`config.mk`:
```
export PLATFORM = sky130hd
export DESIGN_NAME = logic_acc_fold_flat
export DESIGN_NICKNAME = d
export VERILOG_FILES = /design/src/rtl/logic_acc_fold_pkg.sv /design/src/rtl/logic_acc_fold_if.sv /design/src/rtl/logic_acc_fold_lane.sv /design/src/rtl/logic_acc_fold.sv /design/src/flat_wrapper.sv
export SDC_FILE = /design/constraint.sdc
export NUM_CORES = 1
export LEC_CHECK = 0
export CAP_MARGIN = 20
export CELL_PAD_IN_SITES_DETAIL_PLACEMENT = 2
export CELL_PAD_IN_SITES_GLOBAL_PLACEMENT = 2
export CORE_MARGIN = 2
export CORE_UTILIZATION = 32
export CTS_CLUSTER_DIAMETER = 150
export DETAILED_ROUTE_END_ITERATION = 6
export PLACE_DENSITY = 0.85
export SKIP_CTS_REPAIR_TIMING = 1
export SLEW_MARGIN = 5
export SYNTH_ARGS = -nofsm -noshare
export SYNTH_HDL_FRONTEND = slang
export SYNTH_SLANG_ARGS = --single-unit
```
`constraint.sdc`:
```
create_clock -name ib_clk -period 2.5 [get_ports ib_clk]
set_input_delay 0.75 -clock ib_clk [delete_from_list [all_inputs] [get_ports ib_clk]]
set_output_delay 0.75 -clock ib_clk [all_outputs]
set_load 0.01 [all_outputs]
```
`src/rtl/logic_acc_fold_pkg.sv`:
```
// Purpose: shared FSM state type and lane transform for the accumulate-and-fold datapath.
// Latency: none (types and a combinational helper only).
// Backpressure: none.
package logic_acc_pkg;

    typedef enum logic [1:0] {
        ST_ACC  = 2'd0,
        ST_FOLD = 2'd1,
        ST_OUT  = 2'd2
    } t_acc_state;

    // Widest lane the helper handles; the lane module narrows the result to its own width.
    localparam int XF_MAX_BITS = 64;

    // f(x) = x ^ (x << 1). Truncating the result to the lane width is exact, because
    // result bit i depends only on x bits i and i-1.
    function automatic logic [XF_MAX_BITS-1:0] lane_xf(input logic [XF_MAX_BITS-1:0] x);
        return x ^ (x << 1);
    endfunction

endpackage

```
`src/rtl/logic_acc_fold_if.sv`:
```
// Purpose: beat-in / result-out handshake bundle for logic_acc_fold (clear, mode, data, count).
// Latency: none (wiring only).
// Backpressure: in_valid/in_ready on the beat side, out_valid/out_ready on the result side.
interface logic_acc_fold_if #(
    parameter int PAR_DATA_BITS = 8,
    parameter int PAR_BURST_LEN = 4
);
    localparam int CNT_BITS = $clog2(PAR_BURST_LEN + 1);

    logic                     ib_clr;        // synchronous clear / abort burst
    logic                     ib_mode_sat;   // 1 = saturate, 0 = wrap; sampled on first beat
    logic [PAR_DATA_BITS-1:0] ivG_data;      // input beat
    logic                     ib_in_valid;
    logic                     ob_in_ready;
    logic [PAR_DATA_BITS-1:0] ovG_data;      // folded burst result
    logic                     ob_out_valid;
    logic                     ib_out_ready;
    logic                     ob_ovf;        // overflow seen in this result's burst
    logic [CNT_BITS-1:0]      ovG_count;     // beats accepted in the current burst

    // Source/consumer side.
    modport master (
        output ib_clr, ib_mode_sat, ivG_data, ib_in_valid, ib_out_ready,
        input  ob_in_ready, ovG_data, ob_out_valid, ob_ovf, ovG_count
    );

    // Accumulator side.
    modport slave (
        input  ib_clr, ib_mode_sat, ivG_data, ib_in_valid, ib_out_ready,
        output ob_in_ready, ovG_data, ob_out_valid, ob_ovf, ovG_count
    );

endinterface

```
`src/rtl/logic_acc_fold_lane.sv`:
```
// Purpose: one fold lane, lane_out = (lane_in ^ (lane_in << 1)) truncated to the lane width.
// Latency: combinational.
// Backpressure: none.
module logic_fold_lane
    import logic_acc_pkg::*;
#(
    parameter int PAR_LANE_BITS = 4
)(
    input  logic [PAR_LANE_BITS-1:0] lane_in,
    output logic [PAR_LANE_BITS-1:0] lane_out
);

    assign lane_out = PAR_LANE_BITS'(lane_xf(XF_MAX_BITS'(lane_in)));

endmodule

```
`src/rtl/logic_acc_fold.sv`:
```
// Purpose: sums a burst of PAR_BURST_LEN beats (wrap or saturate), then XORs a lane-reversed, lane-transformed copy onto the sum.
// Latency: last beat accepted in cycle N -> ob_out_valid in cycle N+2; min burst period PAR_BURST_LEN+2.
// Backpressure: ob_in_ready drops from the fold cycle until the result handshakes; the result holds while ib_out_ready=0.
// Ports: ib_clk/ib_rst (async active-high) plain; everything else through logic_acc_fold_if.slave.
module logic_acc_fold
    import logic_acc_pkg::*;
#(
    parameter int PAR_DATA_BITS = 8,
    parameter int PAR_LANES     = 2,
    parameter int PAR_BURST_LEN = 4
)(
    input  logic            ib_clk,
    input  logic            ib_rst,
    logic_acc_fold_if.slave bus
);

    localparam int W        = PAR_DATA_BITS / PAR_LANES;
    localparam int CNT_BITS = $clog2(PAR_BURST_LEN + 1);
    localparam logic [CNT_BITS-1:0] LAST_CNT = CNT_BITS'(PAR_BURST_LEN - 1);

    t_acc_state               state;
    logic [PAR_DATA_BITS-1:0] sum;
    logic [CNT_BITS-1:0]      count;
    logic                     ovf;       // sticky across the burst
    logic                     mode_sat;  // latched on the first beat of the burst
    logic [PAR_DATA_BITS-1:0] fold;
    logic [PAR_DATA_BITS-1:0] result;
    logic [PAR_DATA_BITS:0]   add_ext;   // one extra bit for the carry out
    logic                     beat;

    // Output lane k takes the transform of sum lane PAR_LANES-1-k (lane order reversed).
    for (genvar k = 0; k < PAR_LANES; k++) begin : g_lane
        logic_fold_lane #(.PAR_LANE_BITS(W)) u_lane (
            .lane_in  (sum[(PAR_LANES-1-k)*W +: W]),
            .lane_out (fold[k*W +: W])
        );
    end

    assign result  = sum ^ fold;
    assign add_ext = {1'b0, sum} + {1'b0, bus.ivG_data};
    assign beat    = bus.ib_in_valid && (state == ST_ACC);

    assign bus.ob_in_ready = (state == ST_ACC);
    assign bus.ovG_count   = count;

    always_ff @(posedge ib_clk or posedge ib_rst) begin
        if (ib_rst) begin
            state            <= ST_ACC;
            sum              <= '0;
            count            <= '0;
            ovf              <= 1'b0;
            mode_sat         <= 1'b0;
            bus.ovG_data     <= '0;
            bus.ob_out_valid <= 1'b0;
            bus.ob_ovf       <= 1'b0;
        end else if (bus.ib_clr) begin
            // Clear wins over any beat or pending result in the same cycle.
            state            <= ST_ACC;
            sum              <= '0;
            count            <= '0;
            ovf              <= 1'b0;
            bus.ob_out_valid <= 1'b0;
            bus.ob_ovf       <= 1'b0;
        end else begin
            case (state)
                ST_ACC: begin
                    if (beat) begin
                        if (count == '0) begin
                            // First beat starts a fresh sum, so it can never carry.
                            sum      <= bus.ivG_data;
                            mode_sat <= bus.ib_mode_sat;
                            ovf      <= 1'b0;
                        end else if (add_ext[PAR_DATA_BITS]) begin
                            sum <= mode_sat ? '1 : add_ext[PAR_DATA_BITS-1:0];
                            ovf <= 1'b1;
                        end else begin
                            sum <= add_ext[PAR_DATA_BITS-1:0];
                        end

                        if (count == LAST_CNT) begin
                            count <= '0;
                            state <= ST_FOLD;
                        end else begin
                            count <= count + CNT_BITS'(1);
                        end
                    end
                end

                ST_FOLD: begin
                    bus.ovG_data     <= result;
                    bus.ob_ovf       <= ovf;
                    bus.ob_out_valid <= 1'b1;
                    state            <= ST_OUT;
                end

                ST_OUT: begin
                    if (bus.ib_out_ready) begin
                        bus.ob_out_valid <= 1'b0;
                        sum              <= '0;
                        count            <= '0;
                        ovf              <= 1'b0;
                        state            <= ST_ACC;
                    end
                end

                default: state <= ST_ACC;
            endcase
        end
    end

endmodule
```
`src/flat_wrapper.sv`:
```
// flat-port wrapper written by rule: the top's interface ports become plain ports
module logic_acc_fold_flat import logic_acc_pkg::*;
#(
    parameter int PAR_DATA_BITS = 8,
    parameter int PAR_LANES     = 2,
    parameter int PAR_BURST_LEN = 4
)
  (ib_clk, ib_rst, bus_ib_clr, bus_ib_mode_sat, bus_ivG_data, bus_ib_in_valid, bus_ib_out_ready, bus_ob_in_ready, bus_ovG_data, bus_ob_out_valid, bus_ob_ovf, bus_ovG_count);
  logic_acc_fold_if #(.PAR_DATA_BITS(PAR_DATA_BITS), .PAR_BURST_LEN(PAR_BURST_LEN)) bus_i ();
  input  logic ib_clk;
  input  logic ib_rst;
  input wire logic [$bits(bus_i.ib_clr)-1:0] bus_ib_clr;
  input wire logic [$bits(bus_i.ib_mode_sat)-1:0] bus_ib_mode_sat;
  input wire logic [$bits(bus_i.ivG_data)-1:0] bus_ivG_data;
  input wire logic [$bits(bus_i.ib_in_valid)-1:0] bus_ib_in_valid;
  input wire logic [$bits(bus_i.ib_out_ready)-1:0] bus_ib_out_ready;
  output wire logic [$bits(bus_i.ob_in_ready)-1:0] bus_ob_in_ready;
  output wire logic [$bits(bus_i.ovG_data)-1:0] bus_ovG_data;
  output wire logic [$bits(bus_i.ob_out_valid)-1:0] bus_ob_out_valid;
  output wire logic [$bits(bus_i.ob_ovf)-1:0] bus_ob_ovf;
  output wire logic [$bits(bus_i.ovG_count)-1:0] bus_ovG_count;
  assign bus_i.ib_clr = bus_ib_clr;
  assign bus_i.ib_mode_sat = bus_ib_mode_sat;
  assign bus_i.ivG_data = bus_ivG_data;
  assign bus_i.ib_in_valid = bus_ib_in_valid;
  assign bus_i.ib_out_ready = bus_ib_out_ready;
  assign bus_ob_in_ready = bus_i.ob_in_ready;
  assign bus_ovG_data = bus_i.ovG_data;
  assign bus_ob_out_valid = bus_i.ob_out_valid;
  assign bus_ob_ovf = bus_i.ob_ovf;
  assign bus_ovG_count = bus_i.ovG_count;
  logic_acc_fold #(.PAR_DATA_BITS(PAR_DATA_BITS), .PAR_LANES(PAR_LANES), .PAR_BURST_LEN(PAR_BURST_LEN)) u_core (.ib_clk(ib_clk), .ib_rst(ib_rst), .bus(bus_i));
endmodule
```
==> flow_summary_export.csv, run 1 <==
group,metric,value,unit
status,status,"finished clean",
worst_setup_path,regToRegSetupSlack,0.23,ns
route,wl,5.57,mm
synth,seq_area_frac_synth,38.8,%
worst_setup_path,cp-start-kind,"primary input",
timing,period_needed,2.48,ns
timing,period_share,99.3,%
timing,slew_viol_final,0,
power_and_ir_drop,p_seq_share,37.9,%
floorplanning,die_area,5410,um2
power_and_ir_drop,p_switching,0.000422,W
synth,async_reset_ff_share,100,%
route,drtIter0Drc,50,
worst_setup_path,reg2reg_depth,7,
timing,setup_viol,0,
placed_design,pre_cts_ws,-0.539,ns
floorplanning,fp.dieH,73.5,um
floorplanning,initial_utilization,33.0,%
timing,clock.fmax,0.403,GHz
worst_setup_path,required,2.67,ns
placed_design,place_area,1980,um2
route,wl_per_cell,21.0,um
cts,path_clk_slew,0.10,ns
worst_hold_path,hold-path-endpoint,"u_core.bus.ovG_data[3]",
power_and_ir_drop,power_density,555,nW/um2
worst_setup_path,critPathBufInv,1,
global_route,first_global_vias,1603,
timing,setup_ws,0.0186,ns
layout,layout-drive-gt1-share,21.3,%
synth,synth_cells,168,
worst_setup_path,critPathMaxFanout,8,
power_and_ir_drop,leakage,0.966,nW
global_route,track_usage,19.9,%
floorplanning,core,4690,um2
worst_setup_path,crit_slowest_cell,"clkdlybuf4s50_1",
timing,skew,0.00419,ns
power_and_ir_drop,p_sw_share,35.0,%
route,via_per_inst,5.50,
timing,tightest_slew,0.884,ns
cts,clock_latency,0.27,ns
synth,yosysTopAreaCell,"dfrtp_1",
global_route,antenna_found_initial,0,
power_and_ir_drop,p_int,0.000782,W
synth,yosysWarnings,0,
power_and_ir_drop,clockPowerShare,23.6,%
timing,worst_slew_margin_rel,40.9,%
route,via_count,1457,
power_and_ir_drop,vdd_drop_max,0.000212,V
placed_design,hpwl,3.78,mm
worst_setup_path,arrival,2.65,ns
timing,fin_hold_ws,0.497,ns
worst_hold_path,hp-class,"flop to flop",
cts,clock-sinks,24,
worst_setup_path,worstSetupPathType,"primary input to flop",
synth,ys_seq_elements,24,
worst_setup_path,regToRegEndpoint,"u_core.sum[1]",
worst_setup_path,cp_top_family,"compound AO/OA/AOI/OAI gates",
timing,fin_tns_setup,0,ns
placed_design,io_buffers,27,
synth,synth_area,1550,um2
job,cap_violations,0,
worst_hold_path,hold_path_depth,2,
synth,ys_types,35,
layout,stdcell_area,2170,um2
cts,ctsHtreeMaxLevel,1,
synth,synth_common_cells,"24 x dfrtp_1, 20 x o21ai_0, 19 x nand2_1, 10 x ha_1, 10 x nor3_1",
floorplanning,die_w,73.5,um
synth,synth_top_area_share,38.8,%
layout,n_antenna_cell,0,
placed_design,gp_congestion,0.861,
worst_hold_path,holdCritStartpoint,"u_core.bus.ovG_data[3]",
worst_setup_path,crit-reg2reg-launch,"u_core.sum[0]",
synth,yosysMostFrequentCell,"dfrtp_1",
cts,cts_tree,"yes",
cts,numCtsBuffers,3,
worst_setup_path,crit_chain,"clkdlybuf4s50_1 > ha_1 > a21oi_2 > o31ai_4 > o221a_4 > nor3_4 > o21ai_2",
timing,final-hold-violation-count,0,
cts,ctsRootBufferMaster,"clkbuf_8",
synth,synth_edf_count,0,
synth,postSynthNetCount,193,
global_route,grt_pass1_wl,8.18,mm
synth,synth.avg_cell_area,9.21,um2
synth,synthTopCellsByArea,"dfrtp_1 39%, ha_1 8.1%, o21ai_0 6.5%",
route,ant_nets,0,
floorplanning,rows,25,
global_route,grt-ovfl-total,0,
route,drt_pass1_iterations,4,
global_route,grt_start_max_net_pins,25,
layout,fin_nets,237,
route,drc,0,
floorplanning,pin_count,28,
worst_setup_path,critPathCaptureType,"flop",
worst_setup_path,cp_slowest_stage_delay,0.46,ns
layout,fillers,507,
synth,synthFlopType,"dfrtp_1",
cts,clockBufferDepth,2,
power_and_ir_drop,comb_power_share,38.4,%
layout,area_growth,40.2,%
per-stage QoR:
| stage | util, % | std cells | power (W) |
|---|---|---|---|
| 2_1_floorplan | - | 168 | 0.000687 |
| 3_3_place_gp | 42.3 | 260 | 0.000819 |
| 3_5_place_dp | 42.3 | 260 | 0.000856 |
| 4_1_cts | 43.4 | 264 | 0.00113 |
| 5_1_grt | 46.2 | 265 | 0.00128 |
| 6_report | 46.2 | 265 | 0.00120 |
power groups by stage:
stage | combinational [W] | clock, W | sequential [W]
after floorplan | 0.000229 | 0 | 0.000458
after global placement | 0.000360 | 0 | 0.000459
after detailed placement | 0.000393 | 0 | 0.000463
after CTS | 0.000399 | 0.000281 | 0.000455
after global routing | 0.000509 | 0.000311 | 0.000461
final | 0.000463 | 0.000284 | 0.000457
registers in the layout, indices dropped and copies added (netlist names):
signal,cells
u_core.bus.ob_out_valid,1
u_core.bus.ob_ovf,1
u_core.bus.ovG_count,3
u_core.bus.ovG_data,7
u_core.mode_sat,1
u_core.ovf,1
u_core.state,2
u_core.sum,8
cells in the final DEF, fill, tap and decap left out, drive strengths merged, types with 6 or more instances in the layout:
cell type       n
nor3           11
clkdlybuf4s50  24
dfrtp          24
a21oi           7
xnor2           9
buf            18
ha             10
nand2          20
nand2b          6
inv             6
o21ai          27
routing by layer:
metal	GRT usage, %	part of all wire (%)	vias to the layer above
li1	-	-	673
met4	8.89	3.4	0
met3	2.06	2.4	16
met2	36.7	52	32
met1	22.9	42	736
met5	0	0	-
how the worst max path moves through the flow:
stage / slack (ns) / from / cells after the start / end
global route: -0.05 / bus_ivG_data[5] / 8 / u_core.sum[6]
detailed placement: -0.54 / bus_ivG_data[0] / 8 / u_core.sum[6]
floorplan: 0.13 / bus_ivG_data[0] / 7 / u_core.sum[4]
global placement: -0.38 / bus_ivG_data[0] / 8 / u_core.sum[3]
CTS: -0.35 / bus_ivG_data[0] / 8 / u_core.sum[6]
finish: 0.02 / bus_ivG_data[5] / 7 / u_core.sum[1]
final cells by class:
| type | count | area (um2) | area share, % |
|---|---|---|---|
| Multi-Input combinational cell | 132 | 1010 | 46.6 |
| Tap cell | 54 | 67.6 | 3.11 |
| Clock buffer | 4 | 55.1 | 2.54 |
| Sequential cell | 24 | 601 | 27.7 |
| Inverter | 6 | 22.5 | 1.04 |
| Timing Repair Buffer | 45 | 413 | 19.0 |
cells by family (layout without fill, tap and decap cells):
group,after synthesis,in the layout,share of synthesized area [%]
adders and majority gates,11,11,9.38
xor gates and xnor gates,14,14,7.92
AOI/OAI and AO/OA,49,49,19.4
and+or+nand+nor,53,53,17.8
DFF,24,24,38.8
muxes,5,5,3.31
buffers and inverters,12,55,3.39
worst min-delay path: cells and delay by family, from the launching register on:
kind / cells / cell delay [ns]
DFF: 1 / 0.35
and+or+nand+nor: 1 / 0.05
AOI/OAI and AO/OA: 1 / 0.06
(Power assumes the default switching activity.)
==> run 2: changes to the inputs <==
--- a/config.mk
+++ b/config.mk
@@ -13,6 +13,7 @@
 export CTS_CLUSTER_DIAMETER = 150
 export DETAILED_ROUTE_END_ITERATION = 6
 export PLACE_DENSITY = 0.85
+export RECOVER_POWER = 50
 export SKIP_CTS_REPAIR_TIMING = 1
 export SLEW_MARGIN = 5
 export SYNTH_ARGS = -nofsm -noshare
==> run 2 against run 1 <==
Clock power about the same; cell count did not move; worst setup slack improved by 0.0023 ns; sequential share of layout area up 0.096 points; critical path depth unchanged; largest power group unchanged; via count stayed put; hold slack worse by 0.0049 ns; cell area shrank 0.35%; die area is the same; non-clock buffer count unchanged; clock skew rose by 0.0018 ns.
==> flow_summary_export.csv, run 2 (same netlist as run 1, synthesis figures left out) <==
group,metric,value,unit
layout,largest_reg_flops,8,
layout,layout_common_cells,"24 x dfrtp_1, 19 x nand2_1, 19 x clkdlybuf4s50_1, 17 x o21ai_0, 16 x buf_4",
worst_setup_path,cp_slowest_stage_delay,0.46,ns
status,status,"finished clean",
timing,worst_slew_margin_rel,7.31,%
power_and_ir_drop,clockPowerShare,23.7,%
timing,fin_hold_ws,0.492,ns
global_route,first_global_vias,1603,
worst_setup_path,arrival,2.65,ns
power_and_ir_drop,vdd_drop_max,0.000210,V
floorplanning,pin_count,28,
worst_setup_path,regToRegSetupSlack,0.23,ns
floorplanning,die_area,5410,um2
power_and_ir_drop,p_switching,0.000422,W
timing,final-hold-violation-count,0,
cts,path_clk_slew,0.10,ns
worst_setup_path,cp-endpoint,"u_core.sum[1]",
timing,slew_viol_final,0,
worst_setup_path,cp-start-kind,"primary input",
route,via_per_inst,5.50,
power_and_ir_drop,leakage,0.961,nW
worst_setup_path,critPathCaptureType,"flop",
job,cap_violations,0,
timing,skew,0.00594,ns
timing,tightest_slew,1.39,ns
global_route,grt_pass1_wl,8.18,mm
route,drc,0,
worst_setup_path,reg2reg_depth,7,
worst_setup_path,crit_cells,7,
power_and_ir_drop,p_sw_share,35.2,%
power_and_ir_drop,comb_power_share,38.3,%
route,via_count,1457,
worst_hold_path,hp-class,"flop to flop",
timing,setup_ws,0.0208,ns
layout,n_antenna_cell,0,
cts,cts_tree,"yes",
floorplanning,initial_utilization,33.0,%
worst_setup_path,crit_chain,"clkdlybuf4s50_1 > ha_1 > a21oi_2 > o31ai_4 > o221a_4 > nor3_4 > o21ai_2",
timing,period_share,99.2,%
route,wl_per_cell,21.0,um
route,drtIter0Drc,50,
layout,fillers,511,
layout,fin_cells,265,
cts,ctsRootBufferMaster,"clkbuf_8",
layout,layout_commonest_cell,"dfrtp_1",
layout,fin_nets,237,
global_route,antenna_found_initial,0,
cts,clock_latency,0.28,ns
layout,largest-register,"u_core.sum",
power_and_ir_drop,p_seq_share,38.0,%
global_route,grt_start_max_net_pins,25,
worst_setup_path,cp_top_family,"compound AO/OA/AOI/OAI gates",
worst_setup_path,required,2.67,ns
cts,numCtsBuffers,3,
route,ant_nets,0,
placed_design,pre_cts_ws,-0.539,ns
placed_design,io_buffers,27,
worst_setup_path,crit_slowest_cell,"clkdlybuf4s50_1",
placed_design,hpwl,3.78,mm
worst_setup_path,crit-reg2reg-launch,"u_core.sum[0]",
floorplanning,fp.dieH,73.5,um
cts,clock-sinks,24,
power_and_ir_drop,p_int,0.000778,W
worst_setup_path,worstSetupPathType,"primary input to flop",
layout,area_growth,39.7,%
timing,period_needed,2.48,ns
layout,layout-drive-gt1-share,20.4,%
worst_setup_path,critPathBufInv,1,
route,drt_pass1_iterations,4,
worst_setup_path,critPathMaxFanout,8,
global_route,grt-ovfl-total,0,
power_and_ir_drop,power_density,555,nW/um2
worst_setup_path,startpoint,"bus_ivG_data[5]",
floorplanning,core,4690,um2
floorplanning,die_w,73.5,um
worst_setup_path,regToRegEndpoint,"u_core.sum[1]",
placed_design,dp.cells,260,
timing,fin_tns_setup,0,ns
cts,clockBufferDepth,2,
floorplanning,rows,25,
global_route,track_usage,19.9,%
placed_design,gp_congestion,0.861,
cts,ctsHtreeMaxLevel,1,
timing,clock.fmax,0.403,GHz
timing,setup_viol,0,
route,wl,5.57,mm
## run 2: tightest hold or removal path, delay by kind of cell, from the launching register on
family           cells  cell delay, ns
AO/OA/AOI/OAI        1            0.06
AND/OR/NAND/NOR      1            0.05
flip-flops           1            0.35
## run 2: how the worst min path moves through the flow
stage	cells past startpoint	endpoint	slack, ns	from
after floorplan	2	u_core.ovf	0.46	u_core.ovf
after global placement	2	u_core.bus.ovG_data[2]	0.46	u_core.bus.ovG_data[2]
after detailed placement	2	u_core.bus.ovG_data[5]	0.48	u_core.bus.ovG_data[5]
after CTS	2	u_core.bus.ovG_data[5]	0.50	u_core.bus.ovG_data[5]
after global routing	2	u_core.bus.ovG_data[3]	0.52	u_core.bus.ovG_data[3]
final	2	u_core.bus.ovG_data[3]	0.49	u_core.bus.ovG_data[3]
## run 2: layer usage
layer / vias up / track usage [%] / routed length (um) / part of all wire (%)
li1: 673 / - / - / -
met1: 736 / 22.9 / 2340 / 42
met2: 32 / 36.7 / 2900 / 52
met3: 16 / 2.06 / 132 / 2.4
met4: 0 / 8.89 / 189 / 3.4
met5: - / 0 / 0 / 0
## run 2: power groups by stage
| stage | Combinational, W | Sequential (W) | Clock (W) |
|---|---|---|---|
| after floorplan | 0.000229 | 0.000458 | 0 |
| after global placement | 0.000360 | 0.000459 | 0 |
| after detailed placement | 0.000393 | 0.000463 | 0 |
| after CTS | 0.000399 | 0.000455 | 0.000281 |
| after global routing | 0.000506 | 0.000460 | 0.000311 |
| final | 0.000460 | 0.000456 | 0.000285 |
## run 2: per-stage QoR
stage	total power, W	instance area (um2)	util [%]
after detailed placement	0.000856	1980	42.3
after global placement	0.000819	1980	42.3
after floorplan	0.000687	1550	-
final	0.00120	2160	46.1
after CTS	0.00113	2040	43.4
after global routing	0.00128	2160	46.1
## run 2: final cells by class
cell class	count	area [um2]	share of cell area, %
Clock buffer	4	55.1	2.55
Inverter	6	22.5	1.04
Multi-Input combinational cell	132	1010	46.8
Sequential cell	24	601	27.8
Tap cell	54	67.6	3.13
Timing Repair Buffer	45	405	18.8
